===== src/rtl/logic_func_eval.sv =====
//------------------------------------------------------------------------------
// Module      : logic_func_eval
// Description : Loadable N_IN-input truth-table evaluator with valid/ready
//               single evaluations and an exhaustive minterm sweep.
// Revision    : 1.0 - initial release
//------------------------------------------------------------------------------
`default_nettype none
`timescale 1ns/1ps

module logic_func_eval #(
    parameter int N_IN = 4
) (
    input  logic                  clk,
    input  logic                  rst,
    input  logic                  cfg_load,
    input  logic [2**N_IN-1:0]    cfg_tt,
    input  logic                  in_valid,
    input  logic [N_IN-1:0]       in_x,
    output logic                  in_ready,
    input  logic                  start,
    output logic                  busy,
    output logic                  out_valid,
    input  logic                  out_ready,
    output logic [N_IN-1:0]       out_x,
    output logic                  out_f,
    output logic                  out_last,
    output logic                  done,
    output logic [N_IN:0]         ones_cnt
);

    localparam int            TT_W   = 2**N_IN;
    localparam logic [N_IN-1:0] C_LAST = {N_IN{1'b1}};

    typedef enum logic [1:0] {
        S_IDLE      = 2'd0,
        S_SWEEP     = 2'd1,
        S_WAIT_LAST = 2'd2
    } state_t;

    state_t              r_state;
    logic [TT_W-1:0]     r_tt;
    logic [N_IN-1:0]     r_cnt;
    logic [N_IN:0]       r_acc;
    logic [N_IN:0]       r_ones;
    logic                r_out_valid;
    logic [N_IN-1:0]     r_out_x;
    logic                r_out_f;
    logic                r_out_last;
    logic                r_done;

    logic                w_free;
    logic                w_sweep_bit;

    assign w_free      = !r_out_valid || out_ready;
    assign w_sweep_bit = r_tt[r_cnt];

    assign in_ready  = (r_state == S_IDLE) && !start && w_free;
    assign busy      = (r_state != S_IDLE);
    assign out_valid = r_out_valid;
    assign out_x     = r_out_x;
    assign out_f     = r_out_f;
    assign out_last  = r_out_last;
    assign done      = r_done;
    assign ones_cnt  = r_ones;

    always_ff @(posedge clk) begin
        if (rst) begin
            r_state     <= S_IDLE;
            r_tt        <= '0;
            r_cnt       <= '0;
            r_acc       <= '0;
            r_ones      <= '0;
            r_out_valid <= 1'b0;
            r_out_x     <= '0;
            r_out_f     <= 1'b0;
            r_out_last  <= 1'b0;
            r_done      <= 1'b0;
        end else begin
            r_done <= 1'b0;
            // A free slot empties unless something is loaded below.
            if (w_free) begin
                r_out_valid <= 1'b0;
            end
            case (r_state)
                S_IDLE: begin
                    if (cfg_load) begin
                        r_tt <= cfg_tt;
                    end
                    if (start) begin
                        r_state <= S_SWEEP;
                        r_cnt   <= '0;
                        r_acc   <= '0;
                    end else if (in_valid && w_free) begin
                        r_out_valid <= 1'b1;
                        r_out_x     <= in_x;
                        r_out_f     <= r_tt[in_x];
                        r_out_last  <= 1'b0;
                    end
                end
                S_SWEEP: begin
                    // Accumulate only on slot load so stalls never double-count.
                    if (w_free) begin
                        r_out_valid <= 1'b1;
                        r_out_x     <= r_cnt;
                        r_out_f     <= w_sweep_bit;
                        r_out_last  <= (r_cnt == C_LAST);
                        r_acc       <= r_acc + (N_IN+1)'(w_sweep_bit);
                        if (r_cnt == C_LAST) begin
                            r_state <= S_WAIT_LAST;
                        end else begin
                            r_cnt <= r_cnt + 1'b1;
                        end
                    end
                end
                S_WAIT_LAST: begin
                    if (r_out_valid && out_ready && r_out_last) begin
                        r_state <= S_IDLE;
                        r_done  <= 1'b1;
                        r_ones  <= r_acc;
                    end
                end
                default: r_state <= S_IDLE;
            endcase
        end
    end

endmodule

`default_nettype wire

===== config.mk =====
export PLATFORM = sky130hd
export DESIGN_NAME = logic_func_eval
export DESIGN_NICKNAME = d
export VERILOG_FILES = /design/src/rtl/logic_func_eval.sv
export SDC_FILE = /design/constraint.sdc
export NUM_CORES = 1
export LEC_CHECK = 0
export ABC_AREA = 0
export CORE_AREA = 5 5 71 73
export CTS_CLUSTER_DIAMETER = 40
export DETAILED_ROUTE_END_ITERATION = 10
export DIE_AREA = 0 0 76 78
export GPL_TIMING_DRIVEN = 1
export PLACE_DENSITY = 0.79
export SYNTH_ARGS = -nofsm -noshare
export SYNTH_HDL_FRONTEND = slang
export SYNTH_SLANG_ARGS = --single-unit
export TNS_END_PERCENT = 50

===== constraint.sdc =====
create_clock -name clk -period 2.1 [get_ports clk]
set_clock_uncertainty 0.05 [all_clocks]
set_input_delay 0.315 -clock clk [delete_from_list [all_inputs] [get_ports clk]]
set_output_delay 0.315 -clock clk [all_outputs]
set_load 0.1 [all_outputs]

After elaboration in Yosys (flattened, before gate mapping)
Cells that the tools add are included.
W data, S select, Z words.
{"block": "op_classes", "n_addsub": 2, "magnitude_cmp": 2, "eq_ne": 10, "n_mux": 34, "n_bitwise": 1, "n_reduce_logical": 18}
{"cell": "$mux W4", "n": 6}
{"cell": "$pmux W4 S2", "n": 2}
{"cell": "$mux W1", "n": 13}
{"cell": "$ne A2 B2 Y1 const B", "n": 6}
{"cell": "$reduce_and A4 Y1", "n": 3}
{"cell": "$lt A4 B5 Y1 const B", "n": 2}
{"cell": "$mux W5", "n": 2}
{"cell": "$pmux W5 S2", "n": 1}
{"cell": "$bmux W1 S4", "n": 2}
{"cell": "$mux W2", "n": 4}
{"cell": "$pmux W1 S2", "n": 3}
{"cell": "$pmux W2 S3", "n": 1}
{"cell": "$add A5 B1 Y5", "n": 1}
{"cell": "$logic_and A1 B1 Y1", "n": 5}
{"cell": "$add A4 B1 Y4 const B", "n": 1}
{"cell": "$eq A4 B4 Y1 const B", "n": 1}
{"cell": "$reduce_and A2 Y1", "n": 2}
{"cell": "$reduce_bool A2 Y1", "n": 2}
{"cell": "$reduce_and A3 Y1", "n": 1}
{"cell": "$eq A2 B1 Y1 const B", "n": 1}
{"cell": "$eq A2 B2 Y1 const B", "n": 1}
{"cell": "$logic_not A1 Y1", "n": 2}
{"cell": "$logic_not A2 Y1", "n": 1}
{"cell": "$ne A2 B1 Y1 const B", "n": 1}
{"cell": "other kinds (3)", "n": 3}
{"block": "word_totals", "ff_bits": 40, "inputBits": 26, "out_inout_bits": 15, "elab_cells": 77}

Longest topological paths before layout
Gate-level depths: netlist of run 1.
{"block": "logic_depth", "word_depth": 6, "depth_mapped": 10, "ltp_nobuf": 9}

Worst setup path after synthesis of run 1
No wires, ideal clock.
{"block": "synth_timing", "path_type": "register -> output", "from": "register r_state[0]", "to": "output port in_ready", "arrival_ns": 3.187, "t_required_ns": 1.735, "slack_ns": -1.452, "stages_incl_launch_ff": 4, "path_buffers": 0, "path_cell_list": "dfxtp_1 nor2_2 inv_1 nor3_1"}
{"block": "synth_via", "elab_chain_len": 3}
{"item": "from (decl)", "line_no": "40", "rtl": "state_t r_state;"}
{"item": "from (signal assigned)", "line_no": "68", "rtl": "r_state <= S_IDLE;"}
{"item": "from (signal assigned)", "line_no": "90", "rtl": "r_state <= S_SWEEP;"}
{"item": "from (signal assigned)", "line_no": "109", "rtl": "r_state <= S_WAIT_LAST;"}
{"item": "$logic_not A2 Y1", "line_no": "57", "rtl": "assign in_ready = (r_state == S_IDLE) && !start && w_free;"}
{"item": "$logic_and A1 B1 Y1 (2 in a row)", "line_no": "57"}
{"item": "to (decl)", "line_no": "19", "rtl": "output logic in_ready,"}
No other way between the ends.

Worst setup path in the final report of run 1
{"block": "layout_timing", "from": "register r_cnt[2]", "to": "register r_acc[4]"}
{"block": "layout_via", "elab_chain_len": 5}
{"item": "from (decl)", "line_no": "42", "rtl": "logic [N_IN-1:0] r_cnt;"}
{"item": "from (signal assigned)", "line_no": "111", "rtl": "r_cnt <= r_cnt + 1'b1;"}
{"item": "$bmux W1 S4", "line_no": "55", "rtl": "assign w_sweep_bit = r_tt[r_cnt];"}
{"item": "$mux W1 (not written as such)", "line_no": "55"}
{"item": "$add A5 B1 Y5", "line_no": "107", "rtl": "r_acc <= r_acc + (N_IN+1)'(w_sweep_bit);"}
{"item": "$mux W5", "line_no": "102", "rtl": "if (w_free) begin"}
{"item": "$pmux W5 S2", "line_no": "84", "rtl": "case (r_state)"}
{"item": "to (signal assigned)", "line_no": "107"}
{"item": "to (decl)", "line_no": "43", "rtl": "logic [N_IN:0] r_acc;"}
No other way between the ends. The select of a mux whose other input is x is not followed.
A chain may end at the register's enable or synchronous reset.

==> impl_metrics.py, run 1 <==
metrics = {
    "status": {
        "status": "finished, violations left",
        "violations": "setup timing",
    },
    "worst_setup_path": {
        "worst_setup_path_start_kind": "flip-flop",
        "crit_arrival_ns": 2.39,
        "critical-path-max-stage-delay_ns": 0.48,
        "path_class": "flip-flop to flip-flop",
        "required_ns": 2.23,
        "crit_slowest_cell": "mux4_2",
        "crit_chain": "mux4_2 -> and2_4 -> o21ba_1 -> or2_1 -> ha_2 -> ha_4 -> nand4_1 -> xor2_1 -> nor2_1",
        "cp_max_fo": 4,
        "endpoint_kind": "flip-flop",
    },
    "layout": {
        "stdcell_count": 315,
        "diodes": 0,
        "syn_to_final_growth_pct": 40.36,
        "final_cell_area_um2": 2624,
        "drive_gt1_frac": 0.2548,
        "nets": 291,
    },
    "sta": {
        "tightest_slew_ns": 0.5335,
        "slew_violations": 0,
        "max_slew_margin": 0.6435,
        "setup_viol": 4,
        "setup_slack_ns": -0.1533,
        "period_minus_slack_ns": 2.253,
        "hold_viol": 0,
        "period_share": 1.073,
        "fmax_ghz": 0.4438,
        "rsz0062_at_grt": "true",
    },
    "grt": {
        "grt_start_max_net_pins": 37,
        "antenna_found_initial": 0,
        "overflow": 0,
        "grt_pass1_vias": 1669,
        "grt_pass1_wl_um": 7548,
        "track_usage": 0.1571,
    },
    "logic_synthesis": {
        "synth_compound_area_frac": 0.1553,
        "async_flop_share": 0,
        "syn_area_um2": 1869,
        "syn_nets": 231,
        "synthAdderAreaFrac": 0.02008,
        "yosys_register_bits": 40,
        "ys.flop_type": "dfxtp_1",
        "synthSimpleGateAreaFrac": 0.1941,
        "ys_types": 45,
        "avgSynthCellArea_um2": 9.254,
        "synth-xor-area-share": 0.01874,
        "synth_top_family_by_area": "simple AND/OR/NAND/NOR gates",
        "synth-edff-count": 0,
        "yosysWarningCount": 0,
        "yosysSeqAreaShare": 0.4284,
        "synthCells": 202,
        "muxShareOfSynthArea": 0.1513,
    },
    "clocking": {
        "clk_path_buf_depth": 2,
        "cts_htree_levels": 2,
        "root_buffer": "clkbuf_8",
        "clkTransAtPathRegs_ns": 0.07,
        "clock_latency_ns": 0.29,
        "cts_tree": "built",
        "cts_sinks": 40,
        "cts-buffers-inserted": 5,
        "cts_hold_buf": 0,
    },
    "pwr": {
        "p_sw_mw": 0.5055,
        "clock_power_share": 0.361,
        "p_leak_nw": 1.028,
        "internal_power_mw": 1.365,
        "powerDensity_nw_per_um2": 713.1,
        "pwr-share-comb": 0.203,
        "pwr-share-seq": 0.436,
        "switching_share": 0.2702,
        "finalPower_mw": 1.871,
        "irDropWorstVdd_mv": 0.4174,
    },
    "drt": {
        "antenna_left": 0,
        "wl_um": 4505,
        "route.detailed.drc": 0,
        "first_iter_violations": 104,
        "routed_via_density": 5.292,
        "wire_per_inst_um": 14.30,
        "vias": 1667,
        "firstDrtPassIters": 4,
    },
    "floorplanning": {
        "start_util": 0.4353,
        "die_w_um": 76,
        "die-area_um2": 5928,
        "core-area_um2": 4294,
        "die_h_um": 78,
        "ioPinCount": 41,
        "rows": 24,
    },
    "placement": {
        "hpwl_um": 3409,
        "place_ws_ns": -0.1534,
        "dp.cells": 306,
        "port_buffers": 40,
        "dpl_cell_area_um2": 2475,
        "place_congestion": 0.8404,
    },
    "hold_path": {
        "min_path_type": "flip-flop to flip-flop",
    },
    "job": {
        "cap_viol_max_count": 0,
    },
}
==> cell usage after synthesis (3+ instances only) <==
cell,n,area share
a211oi_1,4,0.016
a21oi_1,23,0.062
buf_2,3,0.0080
clkbuf_1,4,0.0080
dfxtp_1,40,0.43
ha_1,3,0.020
mux2i_1,11,0.059
mux4_2,6,0.072
nand2_1,37,0.074
nand3_1,3,0.0080
nor2_1,21,0.042
nor2b_1,3,0.010
xor2_1,4,0.019
==> state kept, by name, summed over array words and instances, names as in the netlist <==
name / cells
r_tt: 16
out_x: 4
out_last: 1
ones_cnt: 5
out_f: 1
r_acc: 5
r_state: 2
r_cnt: 4
out_valid: 1
done: 1
==> metrics by stage <==
stage          hold slack, ns    util  TNS [ns]
5_1_grt                0.4712  0.6110   -0.7534
2_1_floorplan          0.3914       -   -0.4913
6_report               0.4385  0.6110   -0.4220
4_1_cts                0.4397  0.6093   -0.4132
3_3_place_gp           0.4192  0.5763   -0.1984
3_5_place_dp           0.4266  0.5763   -0.4253
==> worst max-delay path, delay by kind of cell, from the launching register on <==
family | cells | cell delay [ns]
DFF | 1 | 0.37
AOI/OAI and AO/OA | 1 | 0.17
xor gates and xnor gates | 1 | 0.17
adders and majority gates | 2 | 0.35
muxes | 1 | 0.48
and+or+nand+nor | 4 | 0.53
==> final cells by class <==
cell class,count,area (um2)
Fill cell,349,1670
Multi-Input combinational cell,150,1047
Sequential cell,40,804.5
Timing Repair Buffer,63,573.1
Clock buffer,7,96.34
Tap cell,52,65.06
Clock inverter,1,30.03
Inverter,2,7.507
==> layout by cell type (no fill, tap or decap), types with 2 or more instances in the layout <==
master and n:
dfxtp_1 39, nand2_1 37, buf_4 35, clkdlybuf4s50_1 25, a21oi_1 23, nor2_1 21
mux2i_1 11, clkbuf_8 7, mux4_2 6, a211oi_1 4, xor2_1 4, nor2b_1 3
nand3_1 3, buf_12 3, inv_1 2, o21ai_0 2, or3_1 2, nand4_1 2
o211ai_1 2, nand3b_1 2, a22oi_2 2
==> metal layers <==
layer | up-vias | wire length (um) | global-route usage
li1 | 834 | - | -
met5 | - | 0 | 0
met2 | 43 | 2264 | 0.2577
met1 | 784 | 1913 | 0.1910
met3 | 6 | 259 | 0.04630
met4 | 0 | 68 | 0.06762
==> kinds of logic (layout without fill, tap and decap cells) <==
group / Yosys count / in the layout
and+or+nand+nor: 80 / 80
AOI/OAI and AO/OA: 44 / 44
DFF: 40 / 40
muxes: 19 / 19
buffers and inverters: 12 / 73
xor gates and xnor gates: 4 / 4
adders and majority gates: 3 / 3
==> worst paths after layout <==
kind,endpoint,cells after the start,slack (ns),from
worst max-delay path,r_acc[4],9,-0.15,r_cnt[2]
worst min-delay path,r_tt[2],2,0.44,r_tt[2]
worst max register to register,r_acc[4],9,-0.15,r_cnt[2]
worst min register to register,r_tt[2],2,0.44,r_tt[2]
==> power groups by stage <==
stage,registers (mW),clock network (mW),logic [mW]
global placement,0.832,0,0.370
global route,0.818,0.728,0.405
detailed placement,0.833,0,0.376
finish,0.815,0.676,0.380
CTS,0.815,0.692,0.378
floorplan,0.912,0,0.148
==> what timing repair did <==
item | 4_1_cts | 5_1_grt
resized for setup | 2 | 3
cloned | 0 | 0
endpoints found under the setup margin | 4 | 5
pin swaps | 4 | 2
buffers inserted | 1 | 0
Power figures use the tool's default switching activity.
==> run 2: changes to the inputs <==
--- a/config.mk
+++ b/config.mk
@@ -10,7 +10,7 @@
 export CTS_CLUSTER_DIAMETER = 40
 export DETAILED_ROUTE_END_ITERATION = 10
 export DIE_AREA = 0 0 76 78
-export GPL_TIMING_DRIVEN = 1
+export GPL_TIMING_DRIVEN = 0
 export PLACE_DENSITY = 0.79
 export SYNTH_ARGS = -nofsm -noshare
 export SYNTH_HDL_FRONTEND = slang
==> run 2 against run 1 <==
Compared with the run above: the run still ends with setup timing left; sequential power grew 0.5%; sequential cell count is the same; non-clock buffer count shrank 10; via count shrank 2.6%; register-to-register slack improved by 0.02 ns; final area shrank 3.9%; first-iteration DRC count rose by 1.9%; fmax up 0.72%; global-route usage fell by 1.1 points; clock power hardly changed; combinational power fell by 11%; critical endpoint unchanged; highest routed layer unchanged.
==> impl_metrics.py, run 2 (synthesized netlist as in run 1, its figures left out) <==
metrics = {
    "status": {
        "status": "finished, violations left",
        "violations": "setup timing",
    },
    "drt": {
        "first_iter_violations": 106,
        "wl_um": 4301,
        "vias": 1624,
        "routed_via_density": 5.325,
        "route.detailed.drc": 0,
        "firstDrtPassIters": 4,
        "wire_per_inst_um": 14.10,
        "antenna_left": 0,
    },
    "grt": {
        "grt_start_max_net_pins": 13,
        "grt_pass1_wl_um": 7196,
        "antenna_found_initial": 0,
        "overflow": 0,
        "track_usage": 0.1460,
        "grt_pass1_vias": 1587,
    },
    "pwr": {
        "finalPower_mw": 1.838,
        "p_sw_mw": 0.5020,
        "p_leak_nw": 0.9857,
        "powerDensity_nw_per_um2": 728.8,
        "switching_share": 0.2730,
        "irDropWorstVdd_mv": 0.3417,
        "pwr-share-comb": 0.185,
        "pwr-share-seq": 0.445,
        "clock_power_share": 0.370,
        "internal_power_mw": 1.336,
    },
    "layout": {
        "syn_to_final_growth_pct": 34.94,
        "nets": 281,
        "drive_gt1_frac": 0.1739,
        "post-route-util": 0.5874,
        "top_register": "r_tt",
        "diodes": 0,
        "seqCellArea_um2": 804.5,
        "multi_input_area_um2": 1064,
        "layout.cells.most_common_list": "39 x dfxtp_1, 37 x nand2_1, 24 x clkdlybuf4s50_1, 23 x a21oi_1, 21 x nor2_1",
        "fillers": 375,
        "layout_commonest_cell": "dfxtp_1",
        "largest_register_ffs": 16,
    },
    "clocking": {
        "cts_sinks": 40,
        "cts-buffers-inserted": 5,
        "clock_latency_ns": 0.29,
        "clk_path_buf_depth": 2,
        "root_buffer": "clkbuf_8",
        "clkTransAtPathRegs_ns": 0.07,
        "cts_hold_buf": 0,
        "cts_tree": "built",
        "cts_htree_levels": 2,
    },
    "sta": {
        "rsz0062_at_grt": "true",
        "setup_slack_ns": -0.1372,
        "setup_viol": 4,
        "period_minus_slack_ns": 2.237,
        "period_share": 1.065,
        "max_slew_margin": 0.3578,
        "whs_ns": 0.3436,
        "tightest_slew_ns": 0.9617,
        "hold_viol": 0,
        "slew_violations": 0,
        "fmax_ghz": 0.4470,
    },
    "floorplanning": {
        "die_w_um": 76,
        "rows": 24,
        "die_h_um": 78,
        "core-area_um2": 4294,
        "ioPinCount": 41,
        "start_util": 0.4353,
        "die-area_um2": 5928,
    },
    "job": {
        "cap_viol_max_count": 0,
    },
    "worst_setup_path": {
        "crit_top_cell": "ha_4",
        "worst_setup_path_start_kind": "flip-flop",
        "critical-path-max-stage-delay_ns": 0.49,
        "required_ns": 2.23,
        "crit_slowest_cell": "mux4_2",
        "crit_chain": "mux4_2 -> and2_4 -> o21ba_4 -> or2_4 -> ha_4 -> ha_4 -> nand4_1 -> xor2_1 -> nor2_1",
        "crit_arrival_ns": 2.37,
        "cp_max_fo": 4,
        "endpoint_kind": "flip-flop",
        "path_class": "flip-flop to flip-flop",
    },
    "placement": {
        "place_congestion": 0.8029,
        "hpwl_um": 3155,
        "port_buffers": 39,
        "place_ws_ns": -0.5254,
    },
    "hold_path": {
        "min_path_type": "input port to flip-flop",
    },
}
## run 2: layer usage
metal | share of wire | vias to the layer above | track usage
met5 | 0 | - | 0
met4 | 0.014 | 0 | 0.05694
met3 | 0.064 | 6 | 0.04630
met2 | 0.47 | 42 | 0.2380
met1 | 0.45 | 758 | 0.1790
li1 | - | 818 | -
## run 2: final cells by class
cell class,instances,share of cell area
Buffer,9,0.01637
Sequential cell,40,0.3189
Tap cell,52,0.02579
Multi-Input combinational cell,150,0.4216
Inverter,2,0.002976
Clock buffer,7,0.03819
Timing Repair Buffer,44,0.1642
Clock inverter,1,0.01190
## run 2: worst max-delay path: cells and delay by family, from the launching register on
kind	cells	cell delay [ns]
flops	1	0.39
mux	1	0.49
compound gates	1	0.19
simple gates	4	0.54
fa+ha+maj	2	0.32
xor+xnor	1	0.16
## run 2: repair_timing
item / CTS / global route
gates resized for setup: 26 / 5
endpoints found under the setup margin: 19 / 7
buffers inserted: 4 / 1
cloned: 0 / 0
pin swaps: 4 / 7
## run 2: through the flow
stage,area (um2),TNS (ns),std cells
2_1_floorplan,1897,-0.4913,202
3_3_place_gp,2352,-1.649,293
3_5_place_dp,2352,-1.971,293
4_1_cts,2521,-0.5545,305
5_1_grt,2522,-0.6817,305
6_report,2522,-0.3646,305
## run 2: power by group through the flow
stage,combinational (mW),sequential (mW),clock [mW]
after floorplan,0.148,0.912,0
after global placement,0.333,0.835,0
after detailed placement,0.337,0.837,0
after CTS,0.339,0.819,0.690
after global routing,0.366,0.823,0.721
final,0.340,0.819,0.679
## run 2: path summary, 6_finish.rpt
kind / startpoint / end / slack [ns] / depth (start not counted)
max: r_cnt[2] / r_acc[4] / -0.14 / 9
min: rst / done / 0.34 / 2
max reg2reg: r_cnt[2] / r_acc[4] / -0.14 / 9
min reg2reg: r_tt[9] / r_tt[9] / 0.42 / 2
==> run 3: changes to the inputs <==
--- a/config.mk
+++ b/config.mk
@@ -11,7 +11,7 @@
 export DETAILED_ROUTE_END_ITERATION = 10
 export DIE_AREA = 0 0 76 78
 export GPL_TIMING_DRIVEN = 0
-export PLACE_DENSITY = 0.79
+export PLACE_DENSITY = 0.76
 export SYNTH_ARGS = -nofsm -noshare
 export SYNTH_HDL_FRONTEND = slang
 export SYNTH_SLANG_ARGS = --single-unit
==> constraint.sdc (replaced) <==
create_clock -name clk -period 2.5 [get_ports clk]
set_clock_uncertainty 0.05 [all_clocks]
set_input_delay 0.375 -clock clk [delete_from_list [all_inputs] [get_ports clk]]
set_output_delay 0.375 -clock clk [all_outputs]
set_load 0.1 [all_outputs]
==> run 3 against run 2 <==
Compared with the run above: the run now ends clean; combinational power fell by 17%; sequential share of layout area increased by 0.58 points; routed wire length is 5.2% lower; hold slack better by 0.070 ns; clock power is 24% lower; die area did not move; power down 19%; largest cell class unchanged; critical endpoint is now r_acc[1].
==> impl_metrics.py, run 3 (synthesized netlist as in run 1, its figures left out) <==
metrics = {
    "pwr": {
        "internal_power_mw": 1.067,
        "pwr-share-seq": 0.464,
        "pwr-share-comb": 0.190,
        "p_leak_nw": 0.9004,
        "switching_share": 0.2805,
        "clock_power_share": 0.346,
        "irDropWorstVdd_mv": 0.2589,
        "powerDensity_nw_per_um2": 601.2,
        "p_sw_mw": 0.4159,
    },
    "placement": {
        "dpl_cell_area_um2": 2336,
        "port_buffers": 39,
        "place_congestion": 0.8234,
        "hpwl_um": 3081,
        "place_ws_ns": -0.2547,
    },
    "job": {
        "cap_viol_max_count": 0,
    },
    "clocking": {
        "clk_path_buf_depth": 2,
        "clock_latency_ns": 0.29,
        "cts_htree_levels": 2,
        "cts_sinks": 40,
        "clkTransAtPathRegs_ns": 0.08,
        "root_buffer": "clkbuf_8",
        "cts-buffers-inserted": 5,
        "cts_tree": "built",
    },
    "layout": {
        "top_register": "r_tt",
        "layout.cells.most_common_list": "40 x dfxtp_1, 37 x nand2_1, 37 x clkdlybuf4s50_1, 23 x a21oi_1, 21 x nor2_1",
        "fillers": 404,
        "post-route-util": 0.5743,
        "multi_input_area_um2": 1027,
        "seqCellArea_um2": 800.8,
        "nets": 279,
        "diodes": 0,
        "syn_to_final_growth_pct": 31.93,
        "final_cell_area_um2": 2466,
        "layout_commonest_cell": "dfxtp_1",
        "largest_register_ffs": 16,
        "drive_gt1_frac": 0.1275,
    },
    "hold_path": {
        "min_path_type": "input port to flip-flop",
    },
    "floorplanning": {
        "die-area_um2": 5928,
        "start_util": 0.4353,
        "die_w_um": 76,
        "die_h_um": 78,
        "rows": 24,
        "core-area_um2": 4294,
        "ioPinCount": 41,
    },
    "worst_setup_path": {
        "required_ns": 2.62,
        "crit_arrival_ns": 2.52,
        "r2r-start": "r_cnt[2]",
        "endpoint_kind": "flip-flop",
        "critical-path-max-stage-delay_ns": 0.49,
        "cp_max_fo": 8,
        "ff2ff_setup_slack_ns": 0.10,
        "path_class": "flip-flop to flip-flop",
        "crit_path_end": "r_acc[1]",
        "crit_start": "r_cnt[2]",
        "crit_chain": "buf_6 -> mux4_2 -> and2_0 -> o21ba_1 -> or2_1 -> ha_1 -> ha_2 -> a22oi_2 -> nor2_1",
        "crit_family": "multiplexers",
        "worst_setup_path_start_kind": "flip-flop",
        "crit_slowest_cell": "mux4_2",
        "worst-path-stages": 9,
        "r2r-end": "r_acc[1]",
        "reg2reg_depth": 9,
        "crit_buf_inv": 1,
    },
    "sta": {
        "setup_viol": 0,
        "tightest_slew_ns": 0.9697,
        "hold_viol": 0,
        "fmax_ghz": 0.4173,
        "period_share": 0.9586,
        "max_slew_margin": 0.3515,
        "period_minus_slack_ns": 2.396,
        "setup_slack_ns": 0.1035,
        "rsz0062_at_grt": "false",
        "whs_ns": 0.4139,
        "slew_violations": 0,
    },
    "status": {
        "status": "finished, final reports clean",
    },
    "grt": {
        "grt_start_max_net_pins": 13,
        "track_usage": 0.1366,
        "overflow": 0,
        "grt_pass1_vias": 1476,
        "grt_pass1_wl_um": 6637,
        "antenna_found_initial": 0,
    },
    "drt": {
        "wl_um": 4076,
        "route.detailed.drc": 0,
        "routed_via_density": 5.205,
        "wire_per_inst_um": 13.45,
        "vias": 1577,
        "antenna_left": 0,
        "first_iter_violations": 133,
        "firstDrtPassIters": 4,
    },
}
## run 3: power groups by stage
stage | combinational [mW] | clock [mW] | sequential (mW)
3_5_place_dp | 0.282 | 0 | 0.703
5_1_grt | 0.302 | 0.549 | 0.692
4_1_cts | 0.283 | 0.526 | 0.688
2_1_floorplan | 0.124 | 0 | 0.766
3_3_place_gp | 0.279 | 0 | 0.701
6_report | 0.282 | 0.514 | 0.687
## run 3: cell type report
cell class,instances,share of cell area
multi-input combinational,150,0.4165
sequential,40,0.3247
timing repair buffer,41,0.1644
clock buffer,6,0.02943
tap,52,0.02638
buffer,10,0.02131
clock inverter,2,0.01421
inverter,2,0.003044
## run 3: per-layer routing
metal | track usage | vias to the layer above | part of all wire
met5 | 0 | - | 0
met4 | 0.07473 | 0 | 0.024
met3 | 0.03241 | 11 | 0.062
met2 | 0.2243 | 37 | 0.47
met1 | 0.1643 | 723 | 0.44
li1 | - | 806 | -
## run 3: timing repair
| item | in CTS | in global routing |
|---|---|---|
| buffers inserted | 0 | 2 |
| hold buffers | 0 | 0 |
| gates resized for setup | 4 | 2 |
| endpoints found under the setup margin | 2 | 2 |
| gates cloned | 0 | 0 |
## run 3: worst min path at each step
stage / start / to / cells past startpoint
global placement: r_tt[4] / r_tt[4] / 2
finish: rst / done / 2
CTS: rst / done / 2
detailed placement: r_tt[1] / r_tt[1] / 2
floorplan: r_tt[7] / r_tt[7] / 2
global route: rst / done / 2
## run 3: through the flow
stage,power [mW],setup TNS [ns],instances
floorplan,0.8896,0,202
global placement,0.9805,-0.2472,293
detailed placement,0.9849,-0.2547,293
CTS,1.496,0,301
global route,1.543,0,303
finish,1.483,0,303
